==> src/rtl/nnrv_id_if.sv <==
// Decode-to-execute pipeline register bundle of the nnrv RV64I core.
// The decode stage drives it as master and the execute stage consumes it as slave.
interface nnrv_id_if #(
    parameter int XLEN           = 64,
    parameter int REG_ADDR_WIDTH = 5
);
    logic                      o_ex_valid;
    logic [XLEN-1:0]           o_ex_pc;
    logic [XLEN-1:0]           o_ex_op_a;
    logic [XLEN-1:0]           o_ex_op_b;
    logic [XLEN-1:0]           o_ex_rs2_data;
    logic [3:0]                o_ex_alu_op;
    logic                      o_ex_word;
    logic [REG_ADDR_WIDTH-1:0] o_ex_rd_addr;
    logic                      o_ex_rd_wen;
    logic                      o_ex_mem_rd;
    logic                      o_ex_mem_wr;
    logic [1:0]                o_ex_mem_size;
    logic                      o_ex_mem_unsigned;

    modport master (
        output o_ex_valid, o_ex_pc, o_ex_op_a, o_ex_op_b, o_ex_rs2_data, o_ex_alu_op,
               o_ex_word, o_ex_rd_addr, o_ex_rd_wen, o_ex_mem_rd, o_ex_mem_wr,
               o_ex_mem_size, o_ex_mem_unsigned
    );
    modport slave (
        input  o_ex_valid, o_ex_pc, o_ex_op_a, o_ex_op_b, o_ex_rs2_data, o_ex_alu_op,
               o_ex_word, o_ex_rd_addr, o_ex_rd_wen, o_ex_mem_rd, o_ex_mem_wr,
               o_ex_mem_size, o_ex_mem_unsigned
    );
endinterface

==> src/rtl/nnrv_id.sv <==
// nnrv RV64I decode stage: decode, regfile read, branch/jump resolution,
// RAW hazard stall against EX/MEM and the ID/EX pipeline register.
module nnrv_id #(
    parameter int XLEN           = 64,
    parameter int INSTR_WIDTH    = 32,
    parameter int REG_ADDR_WIDTH = 5
) (
    input  logic                      i_clk,
    input  logic                      i_rst,
    input  logic [INSTR_WIDTH-1:0]    i_if_instr,
    input  logic [XLEN-1:0]           i_if_cur_pc,
    output logic                      o_if_jmp_stall,
    output logic [XLEN-1:0]           o_if_jmp_pc,
    output logic                      o_if_hazard_stall,
    output logic [REG_ADDR_WIDTH-1:0] o_rf_rs1_addr,
    output logic [REG_ADDR_WIDTH-1:0] o_rf_rs2_addr,
    input  logic [XLEN-1:0]           i_rf_rs1_data,
    input  logic [XLEN-1:0]           i_rf_rs2_data,
    input  logic [REG_ADDR_WIDTH-1:0] i_ex_rd_addr,
    input  logic                      i_ex_rd_wen,
    input  logic [REG_ADDR_WIDTH-1:0] i_mem_rd_addr,
    input  logic                      i_mem_rd_wen,
    nnrv_id_if.master                 ex,
    output logic                      o_illegal,
    output logic [XLEN-1:0]           o_illegal_pc
);
    typedef enum logic [6:0] {
        OPC_LUI      = 7'b0110111,
        OPC_AUIPC    = 7'b0010111,
        OPC_JAL      = 7'b1101111,
        OPC_JALR     = 7'b1100111,
        OPC_BRANCH   = 7'b1100011,
        OPC_LOAD     = 7'b0000011,
        OPC_STORE    = 7'b0100011,
        OPC_OP_IMM   = 7'b0010011,
        OPC_OP       = 7'b0110011,
        OPC_OP_IMM32 = 7'b0011011,
        OPC_OP32     = 7'b0111011,
        OPC_FENCE    = 7'b0001111,
        OPC_SYSTEM   = 7'b1110011
    } opcode_e;

    typedef struct packed {
        logic                      valid;
        logic [XLEN-1:0]           pc;
        logic [XLEN-1:0]           op_a;
        logic [XLEN-1:0]           op_b;
        logic [XLEN-1:0]           rs2_data;
        logic [3:0]                alu_op;
        logic                      word;
        logic [REG_ADDR_WIDTH-1:0] rd_addr;
        logic                      rd_wen;
        logic                      mem_rd;
        logic                      mem_wr;
        logic [1:0]                mem_size;
        logic                      mem_unsigned;
    } ex_t;

    ex_t             ex_d, ex_q;
    logic            illegal_d, illegal_q;
    logic [XLEN-1:0] illegal_pc_d, illegal_pc_q;

    opcode_e                   opc;
    logic [2:0]                funct3;
    logic [REG_ADDR_WIDTH-1:0] rs1, rs2, rd;
    logic [XLEN-1:0]           imm_i, imm_s, imm_b, imm_u, imm_j;
    logic                      use_rs1, use_rs2, known, is_jmp, taken;
    logic                      hazard, misaligned, illegal_now, issue;
    logic [XLEN-1:0]           jmp_target;

    always_comb begin
        opc    = opcode_e'(i_if_instr[6:0]);
        funct3 = i_if_instr[14:12];
        rs1    = i_if_instr[19:15];
        rs2    = i_if_instr[24:20];
        rd     = i_if_instr[11:7];
        imm_i  = {{(XLEN-12){i_if_instr[31]}}, i_if_instr[31:20]};
        imm_s  = {{(XLEN-12){i_if_instr[31]}}, i_if_instr[31:25], i_if_instr[11:7]};
        imm_b  = {{(XLEN-12){i_if_instr[31]}}, i_if_instr[7], i_if_instr[30:25],
                  i_if_instr[11:8], 1'b0};
        imm_u  = {{(XLEN-32){i_if_instr[31]}}, i_if_instr[31:12], 12'b0};
        imm_j  = {{(XLEN-20){i_if_instr[31]}}, i_if_instr[19:12], i_if_instr[20],
                  i_if_instr[30:21], 1'b0};

        case (funct3)
            3'b000:  taken = (i_rf_rs1_data == i_rf_rs2_data);
            3'b001:  taken = (i_rf_rs1_data != i_rf_rs2_data);
            3'b100:  taken = ($signed(i_rf_rs1_data) <  $signed(i_rf_rs2_data));
            3'b101:  taken = ($signed(i_rf_rs1_data) >= $signed(i_rf_rs2_data));
            3'b110:  taken = (i_rf_rs1_data <  i_rf_rs2_data);
            3'b111:  taken = (i_rf_rs1_data >= i_rf_rs2_data);
            default: taken = 1'b0;
        endcase

        use_rs1       = 1'b0;
        use_rs2       = 1'b0;
        known         = 1'b1;
        is_jmp        = 1'b0;
        jmp_target    = '0;
        ex_d          = '0;
        ex_d.pc       = i_if_cur_pc;
        ex_d.rs2_data = i_rf_rs2_data;
        ex_d.rd_addr  = rd;

        case (opc)
            OPC_LUI: begin
                ex_d.op_b   = imm_u;
                ex_d.rd_wen = 1'b1;
            end
            OPC_AUIPC: begin
                ex_d.op_a   = i_if_cur_pc;
                ex_d.op_b   = imm_u;
                ex_d.rd_wen = 1'b1;
            end
            OPC_JAL: begin
                ex_d.op_a   = i_if_cur_pc;
                ex_d.op_b   = XLEN'(4);
                ex_d.rd_wen = 1'b1;
                is_jmp      = 1'b1;
                jmp_target  = i_if_cur_pc + imm_j;
            end
            OPC_JALR: begin
                ex_d.op_a   = i_if_cur_pc;
                ex_d.op_b   = XLEN'(4);
                ex_d.rd_wen = 1'b1;
                use_rs1     = 1'b1;
                is_jmp      = 1'b1;
                jmp_target  = (i_rf_rs1_data + imm_i) & ~XLEN'(1);
            end
            OPC_BRANCH: begin
                ex_d.op_a  = i_rf_rs1_data;
                ex_d.op_b  = i_rf_rs2_data;
                use_rs1    = 1'b1;
                use_rs2    = 1'b1;
                is_jmp     = taken;
                jmp_target = i_if_cur_pc + imm_b;
            end
            OPC_LOAD, OPC_STORE: begin
                ex_d.op_a         = i_rf_rs1_data;
                ex_d.op_b         = (opc == OPC_LOAD) ? imm_i : imm_s;
                ex_d.rd_wen       = (opc == OPC_LOAD);
                ex_d.mem_rd       = (opc == OPC_LOAD);
                ex_d.mem_wr       = (opc == OPC_STORE);
                ex_d.mem_size     = funct3[1:0];
                ex_d.mem_unsigned = funct3[2];
                use_rs1           = 1'b1;
                use_rs2           = (opc == OPC_STORE);
            end
            OPC_OP, OPC_OP32: begin
                ex_d.op_a   = i_rf_rs1_data;
                ex_d.op_b   = i_rf_rs2_data;
                ex_d.alu_op = {i_if_instr[30], funct3};
                ex_d.word   = (opc == OPC_OP32);
                ex_d.rd_wen = 1'b1;
                use_rs1     = 1'b1;
                use_rs2     = 1'b1;
            end
            OPC_OP_IMM, OPC_OP_IMM32: begin
                ex_d.op_a   = i_rf_rs1_data;
                ex_d.op_b   = imm_i;
                ex_d.alu_op = {i_if_instr[30] & (funct3 == 3'b101), funct3};
                ex_d.word   = (opc == OPC_OP_IMM32);
                ex_d.rd_wen = 1'b1;
                use_rs1     = 1'b1;
            end
            OPC_FENCE, OPC_SYSTEM: ;
            default: known = 1'b0;
        endcase

        if (rd == '0) ex_d.rd_wen = 1'b0;

        hazard = (use_rs1 && rs1 != '0 &&
                  ((i_ex_rd_wen && i_ex_rd_addr == rs1) || (i_mem_rd_wen && i_mem_rd_addr == rs1))) ||
                 (use_rs2 && rs2 != '0 &&
                  ((i_ex_rd_wen && i_ex_rd_addr == rs2) || (i_mem_rd_wen && i_mem_rd_addr == rs2)));

        // Stale rs1 under a hazard may fake a misaligned JALR target, so hazard masks it.
        misaligned  = is_jmp && !hazard && (jmp_target[1:0] != 2'b00);
        illegal_now = (!known && i_if_instr != '0) || misaligned;
        issue       = known && !hazard && !misaligned;

        ex_d.valid = issue;
        if (!issue) begin
            ex_d.rd_wen = 1'b0;
            ex_d.mem_rd = 1'b0;
            ex_d.mem_wr = 1'b0;
        end

        illegal_d    = illegal_q | illegal_now;
        illegal_pc_d = (illegal_now && !illegal_q) ? i_if_cur_pc : illegal_pc_q;

        o_rf_rs1_addr     = rs1;
        o_rf_rs2_addr     = rs2;
        o_if_jmp_pc       = jmp_target;
        o_if_jmp_stall    = !i_rst && is_jmp && !hazard && !misaligned;
        o_if_hazard_stall = !i_rst && hazard;
    end

    always_ff @(posedge i_clk) begin
        if (i_rst) begin
            ex_q         <= '0;
            illegal_q    <= 1'b0;
            illegal_pc_q <= '0;
        end else begin
            ex_q         <= ex_d;
            illegal_q    <= illegal_d;
            illegal_pc_q <= illegal_pc_d;
        end
    end

    assign ex.o_ex_valid        = ex_q.valid;
    assign ex.o_ex_pc           = ex_q.pc;
    assign ex.o_ex_op_a         = ex_q.op_a;
    assign ex.o_ex_op_b         = ex_q.op_b;
    assign ex.o_ex_rs2_data     = ex_q.rs2_data;
    assign ex.o_ex_alu_op       = ex_q.alu_op;
    assign ex.o_ex_word         = ex_q.word;
    assign ex.o_ex_rd_addr      = ex_q.rd_addr;
    assign ex.o_ex_rd_wen       = ex_q.rd_wen;
    assign ex.o_ex_mem_rd       = ex_q.mem_rd;
    assign ex.o_ex_mem_wr       = ex_q.mem_wr;
    assign ex.o_ex_mem_size     = ex_q.mem_size;
    assign ex.o_ex_mem_unsigned = ex_q.mem_unsigned;
    assign o_illegal            = illegal_q;
    assign o_illegal_pc         = illegal_pc_q;
endmodule
==> src/flat_wrapper.sv <==
// flat-port wrapper written by rule: the top's interface ports become plain ports
module nnrv_id_flat 
#(
    parameter int XLEN           = 64,
    parameter int INSTR_WIDTH    = 32,
    parameter int REG_ADDR_WIDTH = 5
)
  (i_clk, i_rst, i_if_instr, i_if_cur_pc, o_if_jmp_stall, o_if_jmp_pc, o_if_hazard_stall, o_rf_rs1_addr, o_rf_rs2_addr, i_rf_rs1_data, i_rf_rs2_data, i_ex_rd_addr, i_ex_rd_wen, i_mem_rd_addr, i_mem_rd_wen, o_illegal, o_illegal_pc, ex_o_ex_valid, ex_o_ex_pc, ex_o_ex_op_a, ex_o_ex_op_b, ex_o_ex_rs2_data, ex_o_ex_alu_op, ex_o_ex_word, ex_o_ex_rd_addr, ex_o_ex_rd_wen, ex_o_ex_mem_rd, ex_o_ex_mem_wr, ex_o_ex_mem_size, ex_o_ex_mem_unsigned);
  nnrv_id_if #(.XLEN(XLEN), .REG_ADDR_WIDTH(REG_ADDR_WIDTH)) ex_i ();
  input  logic i_clk;
  input  logic i_rst;
  input  logic [INSTR_WIDTH-1:0] i_if_instr;
  input  logic [XLEN-1:0] i_if_cur_pc;
  output logic o_if_jmp_stall;
  output logic [XLEN-1:0] o_if_jmp_pc;
  output logic o_if_hazard_stall;
  output logic [REG_ADDR_WIDTH-1:0] o_rf_rs1_addr;
  output logic [REG_ADDR_WIDTH-1:0] o_rf_rs2_addr;
  input  logic [XLEN-1:0] i_rf_rs1_data;
  input  logic [XLEN-1:0] i_rf_rs2_data;
  input  logic [REG_ADDR_WIDTH-1:0] i_ex_rd_addr;
  input  logic i_ex_rd_wen;
  input  logic [REG_ADDR_WIDTH-1:0] i_mem_rd_addr;
  input  logic i_mem_rd_wen;
  output logic o_illegal;
  output logic [XLEN-1:0] o_illegal_pc;
  output wire logic [$bits(ex_i.o_ex_valid)-1:0] ex_o_ex_valid;
  output wire logic [$bits(ex_i.o_ex_pc)-1:0] ex_o_ex_pc;
  output wire logic [$bits(ex_i.o_ex_op_a)-1:0] ex_o_ex_op_a;
  output wire logic [$bits(ex_i.o_ex_op_b)-1:0] ex_o_ex_op_b;
  output wire logic [$bits(ex_i.o_ex_rs2_data)-1:0] ex_o_ex_rs2_data;
  output wire logic [$bits(ex_i.o_ex_alu_op)-1:0] ex_o_ex_alu_op;
  output wire logic [$bits(ex_i.o_ex_word)-1:0] ex_o_ex_word;
  output wire logic [$bits(ex_i.o_ex_rd_addr)-1:0] ex_o_ex_rd_addr;
  output wire logic [$bits(ex_i.o_ex_rd_wen)-1:0] ex_o_ex_rd_wen;
  output wire logic [$bits(ex_i.o_ex_mem_rd)-1:0] ex_o_ex_mem_rd;
  output wire logic [$bits(ex_i.o_ex_mem_wr)-1:0] ex_o_ex_mem_wr;
  output wire logic [$bits(ex_i.o_ex_mem_size)-1:0] ex_o_ex_mem_size;
  output wire logic [$bits(ex_i.o_ex_mem_unsigned)-1:0] ex_o_ex_mem_unsigned;
  assign ex_o_ex_valid = ex_i.o_ex_valid;
  assign ex_o_ex_pc = ex_i.o_ex_pc;
  assign ex_o_ex_op_a = ex_i.o_ex_op_a;
  assign ex_o_ex_op_b = ex_i.o_ex_op_b;
  assign ex_o_ex_rs2_data = ex_i.o_ex_rs2_data;
  assign ex_o_ex_alu_op = ex_i.o_ex_alu_op;
  assign ex_o_ex_word = ex_i.o_ex_word;
  assign ex_o_ex_rd_addr = ex_i.o_ex_rd_addr;
  assign ex_o_ex_rd_wen = ex_i.o_ex_rd_wen;
  assign ex_o_ex_mem_rd = ex_i.o_ex_mem_rd;
  assign ex_o_ex_mem_wr = ex_i.o_ex_mem_wr;
  assign ex_o_ex_mem_size = ex_i.o_ex_mem_size;
  assign ex_o_ex_mem_unsigned = ex_i.o_ex_mem_unsigned;
  nnrv_id #(.XLEN(XLEN), .INSTR_WIDTH(INSTR_WIDTH), .REG_ADDR_WIDTH(REG_ADDR_WIDTH)) u_core (.i_clk(i_clk), .i_rst(i_rst), .i_if_instr(i_if_instr), .i_if_cur_pc(i_if_cur_pc), .o_if_jmp_stall(o_if_jmp_stall), .o_if_jmp_pc(o_if_jmp_pc), .o_if_hazard_stall(o_if_hazard_stall), .o_rf_rs1_addr(o_rf_rs1_addr), .o_rf_rs2_addr(o_rf_rs2_addr), .i_rf_rs1_data(i_rf_rs1_data), .i_rf_rs2_data(i_rf_rs2_data), .i_ex_rd_addr(i_ex_rd_addr), .i_ex_rd_wen(i_ex_rd_wen), .i_mem_rd_addr(i_mem_rd_addr), .i_mem_rd_wen(i_mem_rd_wen), .ex(ex_i), .o_illegal(o_illegal), .o_illegal_pc(o_illegal_pc));
endmodule
==> config.mk <==
export PLATFORM = sky130hd
export DESIGN_NAME = nnrv_id_flat
export DESIGN_NICKNAME = d
export VERILOG_FILES = /design/src/rtl/nnrv_id_if.sv /design/src/rtl/nnrv_id.sv /design/src/flat_wrapper.sv
export SDC_FILE = /design/constraint.sdc
export NUM_CORES = 1
export LEC_CHECK = 0
export ABC_AREA = 1
export BUFFER_PORTS_ARGS = -buffer_cell sky130_fd_sc_hd__buf_2
export CAP_MARGIN = 5
export CORE_AREA = 2 2 250 252
export CTS_BUF_LIST = sky130_fd_sc_hd__clkbuf_8 sky130_fd_sc_hd__clkbuf_16
export CTS_CLUSTER_DIAMETER = 80
export DETAILED_ROUTE_END_ITERATION = 8
export DIE_AREA = 0 0 252 254
export SLEW_MARGIN = 40
export SYNTH_ARGS = -nofsm -noshare
export SYNTH_HDL_FRONTEND = slang
export SYNTH_SLANG_ARGS = --single-unit
==> constraint.sdc <==
create_clock -name i_clk -period 7.65 [get_ports i_clk]
set_input_delay 1.1475 -clock i_clk [delete_from_list [all_inputs] [get_ports i_clk]]
set_output_delay 1.1475 -clock i_clk [all_outputs]
set_load 0.01 [all_outputs]
==> impl_metrics.py, run 1 <==
metrics = {
    "status": {
        "status": "completed",
    },
    "route": {
        "vias_per_cell": 5.26,
        "vias": 24394,
        "wire_per_inst_um": 21.5,
        "routed_wl_um": 99700,
        "final_antenna_net_count": 0,
        "drc": 0,
        "dr.pass1.iters": 5,
        "drt_iter0_markers": 1996,
    },
    "power_and_ir_drop": {
        "switching_share": 0.331,
        "vdd_drop_max_mv": 0.223,
        "finalPower_mw": 5.14,
        "internal-power_mw": 3.44,
        "leakagePower_nw": 14.3,
        "p_sw_mw": 1.70,
        "power.share.sequential": 0.363,
        "powerDensity_nw_per_um2": 188,
        "power_frac_clock": 0.381,
        "comb_power_share": 0.256,
    },
    "clock_tree": {
        "root_buffer": "clkbuf_16",
        "cts_resized": 0,
        "cts.sinks": 338,
        "htree_levels": 2,
        "clock_latency_ns": 0.58,
        "tritoncts": "done",
        "cts_buffers": 39,
        "clk_path_buf_depth": 3,
        "hold_buffers": 0,
        "cts_setup_buffers": 0,
        "path_clk_slew_ns": 0.06,
    },
    "min_path": {
        "min_path_cells": 2,
        "min_from": "u_core.o_illegal_pc[39]",
        "holdPathEnd": "u_core.o_illegal_pc[39]",
        "hp-class": "reg -> reg",
    },
    "global_routing": {
        "grt_pass1_wl_um": 143000,
        "antenna_found_initial": 4,
        "grt_usage": 0.297,
        "gr-total-overflow": 0,
        "grt_start_max_net_pins": 80,
        "grt_pass1_vias": 22850,
    },
    "synth": {
        "synth.top_cell.area_share": 0.306,
        "syn_area_per_cell_um2": 6.87,
        "synth.distinct_cells": 56,
        "synth_flop_cell": "dfxtp_1",
        "seq_area_frac_synth": 0.306,
        "synth_seq_cells": 338,
        "synth-edff-count": 0,
        "yosys.area.top_type": "dfxtp_1",
        "async_flop_share": 0,
        "syn_nets": 3651,
        "yosysWarnings": 0,
        "ys_top_cells_by_area": "dfxtp_1, ha_1, nand2_1, a21oi_1, inv_1",
        "synthCells": 3223,
        "synthesis.area_um2": 22100,
    },
    "floorplan": {
        "io_pins": 652,
        "die_x_um": 252,
        "start_util": 0.361,
        "placeableCoreArea_um2": 61300,
        "fp-row-count": 91,
        "die_area_um2": 64000,
        "fp.dieH_um": 254,
    },
    "setup_path": {
        "r2r-end": "u_core.o_illegal_pc[26]",
        "required_ns": 6.50,
        "worstSetupEndpointType": "primary output",
        "critical_path_class": "in -> out",
        "reg2reg_from": "u_core.o_illegal",
        "crit_fanout": 18,
        "arrival_ns": 5.71,
        "startpoint_type": "primary input",
        "r2r_slack_ns": 5.76,
        "reg2regPathDepth": 5,
    },
    "final_layout": {
        "layout.nets": 4246,
        "fillers": 6597,
        "final_cells": 4640,
        "drive_above_1_share": 0.216,
        "area_growth_pct": 23.5,
    },
    "timing": {
        "fmax_mhz": 146,
        "setup_ws_ns": 0.793,
        "period_share": 0.896,
        "finalSetupViolations": 0,
        "tns_ns": 0,
        "period_minus_slack_ns": 6.86,
        "slew_headroom": 0.346,
        "hold_ws_ns": 0.474,
        "slew_violations": 0,
        "worst_pin_slew_ns": 0.969,
        "fin_skew_ns": 0.0191,
        "finalHoldViolCount": 0,
        "rsz0062_at_grt": "false",
    },
    "placed_design": {
        "gp_congestion": 0.970,
        "place_ws_ns": 0.797,
        "hpwlAfterDp_um": 80100,
        "port_buffers": 651,
        "placedCellCount": 4567,
    },
    "job": {
        "max_cap_violations": 0,
    },
}
==> cells in the final DEF, fill, tap and decap left out, types with 16 or more instances in the layout <==
| master | count |
|---|---|
| o21ai_0 | 183 |
| a21oi_1 | 371 |
| xnor2_1 | 27 |
| or2_2 | 30 |
| clkbuf_16 | 39 |
| nand3_2 | 51 |
| nand2_1 | 546 |
| nor2_1 | 460 |
| a32o_1 | 64 |
| o21a_1 | 20 |
| nor4_1 | 18 |
| ha_1 | 188 |
| nor3_1 | 21 |
| dfxtp_1 | 338 |
| inv_1 | 484 |
| buf_2 | 649 |
| xor2_1 | 16 |
| a31oi_1 | 40 |
| nand3_1 | 99 |
| o221ai_1 | 22 |
==> worst max-delay path by stage <==
| stage | from | end | cells after the start |
|---|---|---|---|
| after floorplan | i_if_instr[5] | o_if_jmp_pc[59] | 24 |
| after CTS | i_if_instr[1] | o_if_jmp_pc[59] | 25 |
| final | i_if_instr[1] | o_if_jmp_pc[59] | 25 |
| after global routing | i_if_instr[5] | o_if_jmp_pc[59] | 23 |
| after detailed placement | i_if_instr[1] | o_if_jmp_pc[59] | 25 |
| after global placement | i_if_instr[1] | o_if_jmp_pc[59] | 25 |
==> synth_stat cells (all sizes together), types with 25 or more instances <==
library cell	number
ha	188
a21oi	371
clkbuf	62
dfxtp	338
buf	53
or2	34
o21ai	191
a31oi	40
inv	479
nor3	25
nand3	150
nand2	549
a32o	64
xnor2	27
nor2	464
==> logic make-up (layout without fill, tap and decap cells) <==
kind of cell    Yosys count  in the layout  share of synthesized area
compound gates          795            795                      0.213
xor+xnor                 43             43                     0.0170
fa+ha+maj               190            190                      0.108
buf+inv                 594           1218                      0.110
flops                   338            338                      0.306
other cells               0              3                          0
simple gates           1263           1263                      0.246
==> area by class of cell <==
class	count	area, um2	area share
antenna	3	7.51	0.000275
clock buffer	48	1100	0.0402
clock inverter	22	245	0.00897
inverter	479	1810	0.0662
multi-input combinational	2291	13000	0.475
sequential	338	6770	0.248
tap	790	988	0.0362
timing repair buffer	669	3440	0.126
==> power groups by stage <==
| stage | clock network [mW] | registers (mW) | logic, mW |
|---|---|---|---|
| after detailed placement | 0 | 1.90 | 1.30 |
| final | 1.96 | 1.87 | 1.31 |
| after global placement | 0 | 1.90 | 1.29 |
| after CTS | 1.99 | 1.87 | 1.30 |
| after global routing | 2.06 | 1.87 | 1.45 |
| after floorplan | 0 | 1.95 | 0.758 |
==> metal layers <==
metal	part of all wire	track usage	vias to the layer above
met5	0.00017	0	-
met4	0.037	0.103	4
met3	0.073	0.0511	160
met2	0.47	0.506	1001
met1	0.42	0.378	11312
li1	-	-	11917
==> through the flow <==
step,utilization,area [um2]
6_report,0.446,27300
2_1_floorplan,-,22100
5_1_grt,0.446,27300
4_1_cts,0.446,27300
3_3_place_gp,0.423,25900
3_5_place_dp,0.424,26000
==> worst max-delay path, cell delays in order <==
cell	delay, ns
buf_2	0.10
nand2_1	0.05
nor2_1	0.09
inv_1	0.06
nor2_1	0.21
inv_1	0.15
nor2_4	0.36
inv_2	0.11
o21ai_0	0.27
inv_1	0.10
fa_1	0.44
o21ai_1	0.30
a21boi_0	0.19
o21bai_1	0.25
a21o_1	0.24
nand2_1	0.07
nand2_1	0.11
inv_1	0.07
o21ai_0	0.57
nand3_1	0.16
nand2_1	0.13
a21oi_1	0.06
o21ai_0	0.14
o21ai_0	0.12
buf_2	0.18
==> sequential cells by signal, indices dropped and copies added (netlist names) <==
signal / cells
u_core.ex.o_ex_op_a: 64
u_core.ex.o_ex_op_b: 64
u_core.ex.o_ex_pc: 64
u_core.ex.o_ex_rs2_data: 64
u_core.o_illegal_pc: 64
u_core.ex.o_ex_rd_addr: 5
u_core.ex.o_ex_alu_op: 4
u_core.ex.o_ex_mem_size: 2
u_core.ex.o_ex_mem_rd: 1
u_core.ex.o_ex_mem_unsigned: 1
u_core.ex.o_ex_mem_wr: 1
u_core.ex.o_ex_rd_wen: 1
u_core.ex.o_ex_valid: 1
u_core.ex.o_ex_word: 1
u_core.o_illegal: 1
Note: power is estimated with default switching activity, not from simulation.
==> run 2: changes to the inputs <==
Settings changed: CORE_AREA 2 2 250 252 to 2 2 255 257, DIE_AREA 0 0 252 254 to 0 0 257 259.
==> run 2 against run 1 <==
  * Sequential share of layout area grew 0.099 points
  * Power shrank 3.8%
  * Combinational power is essentially flat
  * Non-clock buffer count shrank 3
  * Largest cell class unchanged
  * Highest routed layer unchanged
  * Worst setup slack gained 0.013 ns
  * Core utilization shrank 2.0 points
==> impl_metrics.py, run 2 (synthesis results as in run 1) <==
metrics = {
    "status": {
        "status": "completed",
    },
    "clock_tree": {
        "root_buffer": "clkbuf_16",
        "cts.sinks": 338,
        "cts_buffers": 39,
        "clock_latency_ns": 0.58,
        "clk_path_buf_depth": 3,
        "hold_buffers": 0,
        "tritoncts": "done",
        "cts_resized": 0,
        "path_clk_slew_ns": 0.06,
        "htree_levels": 2,
        "cts_setup_buffers": 0,
    },
    "final_layout": {
        "multi_input_area_um2": 13000,
        "fillers": 6802,
        "seq_area_um2": 6770,
        "mostFrequentLayoutCell": "buf_2",
        "final_cell_mix": "buf_2, nand2_1, inv_1",
        "finish.utilization": 0.426,
        "drive_above_1_share": 0.214,
        "final_cells": 4693,
        "layout.nets": 4243,
        "area_growth_pct": 23.0,
    },
    "floorplan": {
        "fp.dieH_um": 259,
        "die_area_um2": 66600,
        "io_pins": 652,
        "start_util": 0.346,
        "placeableCoreArea_um2": 63900,
        "fp-row-count": 93,
        "die_x_um": 257,
    },
    "route": {
        "vias": 24162,
        "drc": 0,
        "dr.pass1.iters": 7,
        "vias_per_cell": 5.15,
        "wl_met1_um": 42200,
        "drt_iter0_markers": 2155,
        "wl_met2_um": 47400,
        "final_antenna_net_count": 0,
        "wire_per_inst_um": 21.4,
        "dr_wl_met3_um": 7170,
        "top_layer": "met5",
        "routed_wl_um": 101000,
    },
    "power_and_ir_drop": {
        "power.share.sequential": 0.377,
        "power_frac_clock": 0.357,
        "leakagePower_nw": 14.2,
        "internal-power_mw": 3.27,
        "p_sw_mw": 1.68,
        "vdd_drop_max_mv": 0.157,
        "switching_share": 0.340,
        "powerDensity_nw_per_um2": 182,
        "comb_power_share": 0.266,
    },
    "timing": {
        "finalSetupViolations": 0,
        "tns_ns": 0,
        "slew_headroom": 0.378,
        "setup_ws_ns": 0.806,
        "worst_pin_slew_ns": 0.922,
        "hold_ws_ns": 0.474,
        "rsz0062_at_grt": "false",
        "fin_skew_ns": 0.0151,
        "period_minus_slack_ns": 6.84,
        "slew_violations": 0,
        "finalHoldViolCount": 0,
        "period_share": 0.895,
        "fmax_mhz": 146,
    },
    "job": {
        "max_cap_violations": 0,
    },
    "placed_design": {
        "placedCellCount": 4628,
        "place_ws_ns": 0.813,
        "hpwlAfterDp_um": 81100,
        "port_buffers": 651,
        "gp_congestion": 0.986,
    },
    "global_routing": {
        "grt_pass1_wl_um": 145000,
        "grt_pass1_vias": 22814,
        "grt_usage": 0.288,
        "antenna_found_initial": 5,
        "grt_start_max_net_pins": 122,
        "gr-total-overflow": 0,
    },
    "setup_path": {
        "critical_path_class": "in -> out",
        "crit_top_cell": "o21ai_0",
        "critical_path_buf_inv_count": 7,
        "required_ns": 6.50,
        "crit_slowest_cell": "o21ai_0",
        "crit_fanout": 18,
        "arrival_ns": 5.70,
        "r2r_slack_ns": 5.69,
        "max_stage_delay_ns": 0.59,
        "crit_chain": "buf_2 -> inv_2 -> nor3_2 -> inv_1 -> nor2_4 -> inv_2 -> o21ai_0 -> inv_1 -> fa_1 -> o21ai_1 -> a21boi_0 -> o21bai_1 -> a21o_1 -> nand2_1 -> nand2_1 -> inv_1 -> o21ai_0 -> nand3_1 -> nand2_1 -> a21oi_1 -> o21ai_0 -> o21ai_0 -> buf_2",
        "crit_family": "compound AO/OA/AOI/OAI gates",
        "worstSetupEndpointType": "primary output",
        "startpoint_type": "primary input",
    },
    "min_path": {
        "hp-class": "reg -> reg",
    },
}
[run 2: cell types whose count changed in the layout (fill, tap and decap cells not counted), sizes merged]
cell / delta
buf: -3
clkbuf: -6
bufinv: -3
clkinv: +4
inv: -4
[run 2: final timing paths]
check	start	to	cells past startpoint
worst min-delay path	u_core.o_illegal_pc[40]	u_core.o_illegal_pc[40]	2
worst max-delay path	i_if_instr[5]	o_if_jmp_pc[59]	23
worst min register to register	u_core.o_illegal_pc[40]	u_core.o_illegal_pc[40]	2
worst max register to register	u_core.o_illegal	u_core.o_illegal_pc[27]	6
[run 2: power by group through the flow]
stage               logic (mW)  clock network (mW)  registers, mW
floorplan                0.758                   0           1.95
global placement          1.30                   0           1.90
detailed placement        1.30                   0           1.90
CTS                       1.30                1.80           1.87
global route              1.45                1.86           1.87
finish                    1.32                1.77           1.87
[run 2: cell type report]
class                           instances  area share
Clock inverter                         19     0.00542
Tap cell                              855      0.0393
Clock buffer                           42      0.0374
Multi-Input combinational cell       2291       0.477
Timing Repair Buffer                  666       0.126
Inverter                              479      0.0664
Sequential cell                       338       0.249
Antenna cell                            3    0.000276
[run 2: per-stage QoR]
step                      area, um2  power (mW)
after floorplan               22100        2.71
after global routing          27200        5.18
final                         27200        4.95
after CTS                     27200        4.97
after detailed placement      26000        3.20
after global placement        26000        3.20
[run 2: layer usage]
metal	GRT usage	up-vias
met3	0.0551	178
met2	0.494	944
met4	0.101	4
met5	0	-
li1	-	11888
met1	0.360	11148
[run 2: worst register-to-register path: stages (launching register included)]
cell,delay (ns)
dfxtp_1,0.36
inv_6,0.49
buf_4,0.42
buf_12,0.29
nand3_2,0.15
nand2_1,0.10
nor2_1,0.05
==> run 3: changes to the inputs <==
Settings changed: CTS_BUF_LIST sky130_fd_sc_hd__clkbuf_8 sky130_fd_sc_hd__clkbuf_16 to sky130_fd_sc_hd__clkbuf_16.
==> run 3 against run 2 <==
  * Combinational power is essentially flat
  * First-iteration DRC count is 5.2% lower
  * Routed wire length hardly changed
  * Sequential cell count unchanged
  * Non-clock buffer count unchanged
  * Critical path depth rose by 2
  * Sequential share of layout area about the same
  * Highest routed layer unchanged
  * Critical path type unchanged
  * Via count rose by 0.44%
  * Worst hold slack hardly changed
  * Largest cell class unchanged
  * Design area is 0.11% lower
==> impl_metrics.py, run 3 (synthesis results as in run 1) <==
metrics = {
    "timing": {
        "slew_headroom": 0.406,
        "setup_ws_ns": 0.816,
        "hold_ws_ns": 0.474,
        "period_minus_slack_ns": 6.83,
        "tns_ns": 0,
        "fin_skew_ns": 0.0141,
        "period_share": 0.893,
        "fmax_mhz": 146,
        "finalSetupViolations": 0,
        "rsz0062_at_grt": "false",
        "finalHoldViolCount": 0,
        "slew_violations": 0,
        "worst_pin_slew_ns": 0.880,
    },
    "final_layout": {
        "layout.nets": 4243,
        "area_growth_pct": 22.9,
        "final_cells": 4693,
        "drive_above_1_share": 0.213,
        "fillers": 6802,
        "final_cell_area_um2": 27200,
        "finish.utilization": 0.426,
        "mostFrequentLayoutCell": "buf_2",
        "final_cell_mix": "buf_2, nand2_1, inv_1",
    },
    "global_routing": {
        "grt_pass1_wl_um": 145000,
        "antenna_found_initial": 5,
        "gr-total-overflow": 0,
        "grt_start_max_net_pins": 122,
        "grt_usage": 0.288,
        "grt_pass1_vias": 22816,
    },
    "floorplan": {
        "placeableCoreArea_um2": 63900,
        "fp-row-count": 93,
        "die_x_um": 257,
        "die_area_um2": 66600,
        "io_pins": 652,
        "start_util": 0.346,
        "fp.dieH_um": 259,
    },
    "clock_tree": {
        "htree_levels": 2,
        "tritoncts": "done",
        "hold_buffers": 0,
        "root_buffer": "clkbuf_16",
        "clock_latency_ns": 0.58,
        "cts.sinks": 338,
        "cts_buffers": 39,
        "clk_path_buf_depth": 3,
        "path_clk_slew_ns": 0.06,
        "cts_setup_buffers": 0,
        "cts_resized": 0,
    },
    "route": {
        "wire_per_inst_um": 21.5,
        "drt_iter0_markers": 2044,
        "drc": 0,
        "final_antenna_net_count": 0,
        "routed_wl_um": 101000,
        "vias_per_cell": 5.17,
        "vias": 24268,
        "dr.pass1.iters": 6,
    },
    "setup_path": {
        "crit_fanout": 18,
        "startpoint_type": "primary input",
        "required_ns": 6.50,
        "arrival_ns": 5.69,
        "worstSetupEndpointType": "primary output",
        "critical_path_class": "in -> out",
        "reg2regPathDepth": 6,
    },
    "placed_design": {
        "port_buffers": 651,
        "place_area_um2": 26000,
        "placedCellCount": 4628,
        "gp_congestion": 0.986,
        "hpwlAfterDp_um": 81100,
        "place_ws_ns": 0.813,
    },
    "job": {
        "max_cap_violations": 0,
    },
    "status": {
        "status": "completed",
    },
    "power_and_ir_drop": {
        "vdd_drop_max_mv": 0.157,
        "finalPower_mw": 4.92,
        "powerDensity_nw_per_um2": 181,
        "leakagePower_nw": 14.2,
    },
    "min_path": {
        "hp-class": "reg -> reg",
        "min_path_cells": 2,
    },
}
## run 3: worst paths after layout
kind	slack, ns	end	from
max	0.82	o_if_jmp_pc[59]	i_if_instr[1]
min	0.47	u_core.o_illegal_pc[40]	u_core.o_illegal_pc[40]
max reg2reg	5.69	u_core.o_illegal_pc[27]	u_core.o_illegal
min reg2reg	0.47	u_core.o_illegal_pc[40]	u_core.o_illegal_pc[40]
## run 3: area by class of cell
cell class | instances | area, um2 | share of cell area
multi-input combinational | 2291 | 13000 | 0.477
sequential | 338 | 6770 | 0.249
timing repair buffer | 666 | 3430 | 0.126
inverter | 479 | 1810 | 0.0665
tap | 855 | 1070 | 0.0393
clock buffer | 39 | 976 | 0.0359
clock inverter | 22 | 159 | 0.00584
antenna | 3 | 7.51 | 0.000276
## run 3: worst max-delay path: stages
cell,delay [ns]
buf_2,0.10
nand2_1,0.05
nor2_1,0.08
inv_1,0.06
nor2_1,0.24
inv_1,0.17
nor2_4,0.36
inv_2,0.10
o21ai_0,0.25
inv_1,0.09
fa_1,0.44
o21ai_1,0.29
a21boi_0,0.20
o21bai_1,0.25
a21o_1,0.23
nand2_1,0.07
nand2_1,0.12
inv_1,0.07
o21ai_0,0.57
nand3_1,0.16
nand2_1,0.12
a21oi_1,0.06
o21ai_0,0.13
o21ai_0,0.15
buf_2,0.18
## run 3: per-layer routing
| metal | vias up | wire [um] | part of all wire | GRT usage |
|---|---|---|---|---|
| li1 | 11892 | - | - | - |
| met5 | - | 30 | 0.00030 | 0 |
| met4 | 4 | 3720 | 0.037 | 0.101 |
| met1 | 11230 | 42300 | 0.42 | 0.360 |
| met3 | 177 | 7110 | 0.071 | 0.0551 |
| met2 | 965 | 47500 | 0.47 | 0.494 |
## run 3: report_power, final
group | internal [mW] | switching [mW] | leakage (nW)
sequential | 1.84 | 0.0268 | 2.78
clock | 0.960 | 0.774 | 0.593
combinational | 0.435 | 0.882 | 10.8
total | 3.23 | 1.68 | 14.2
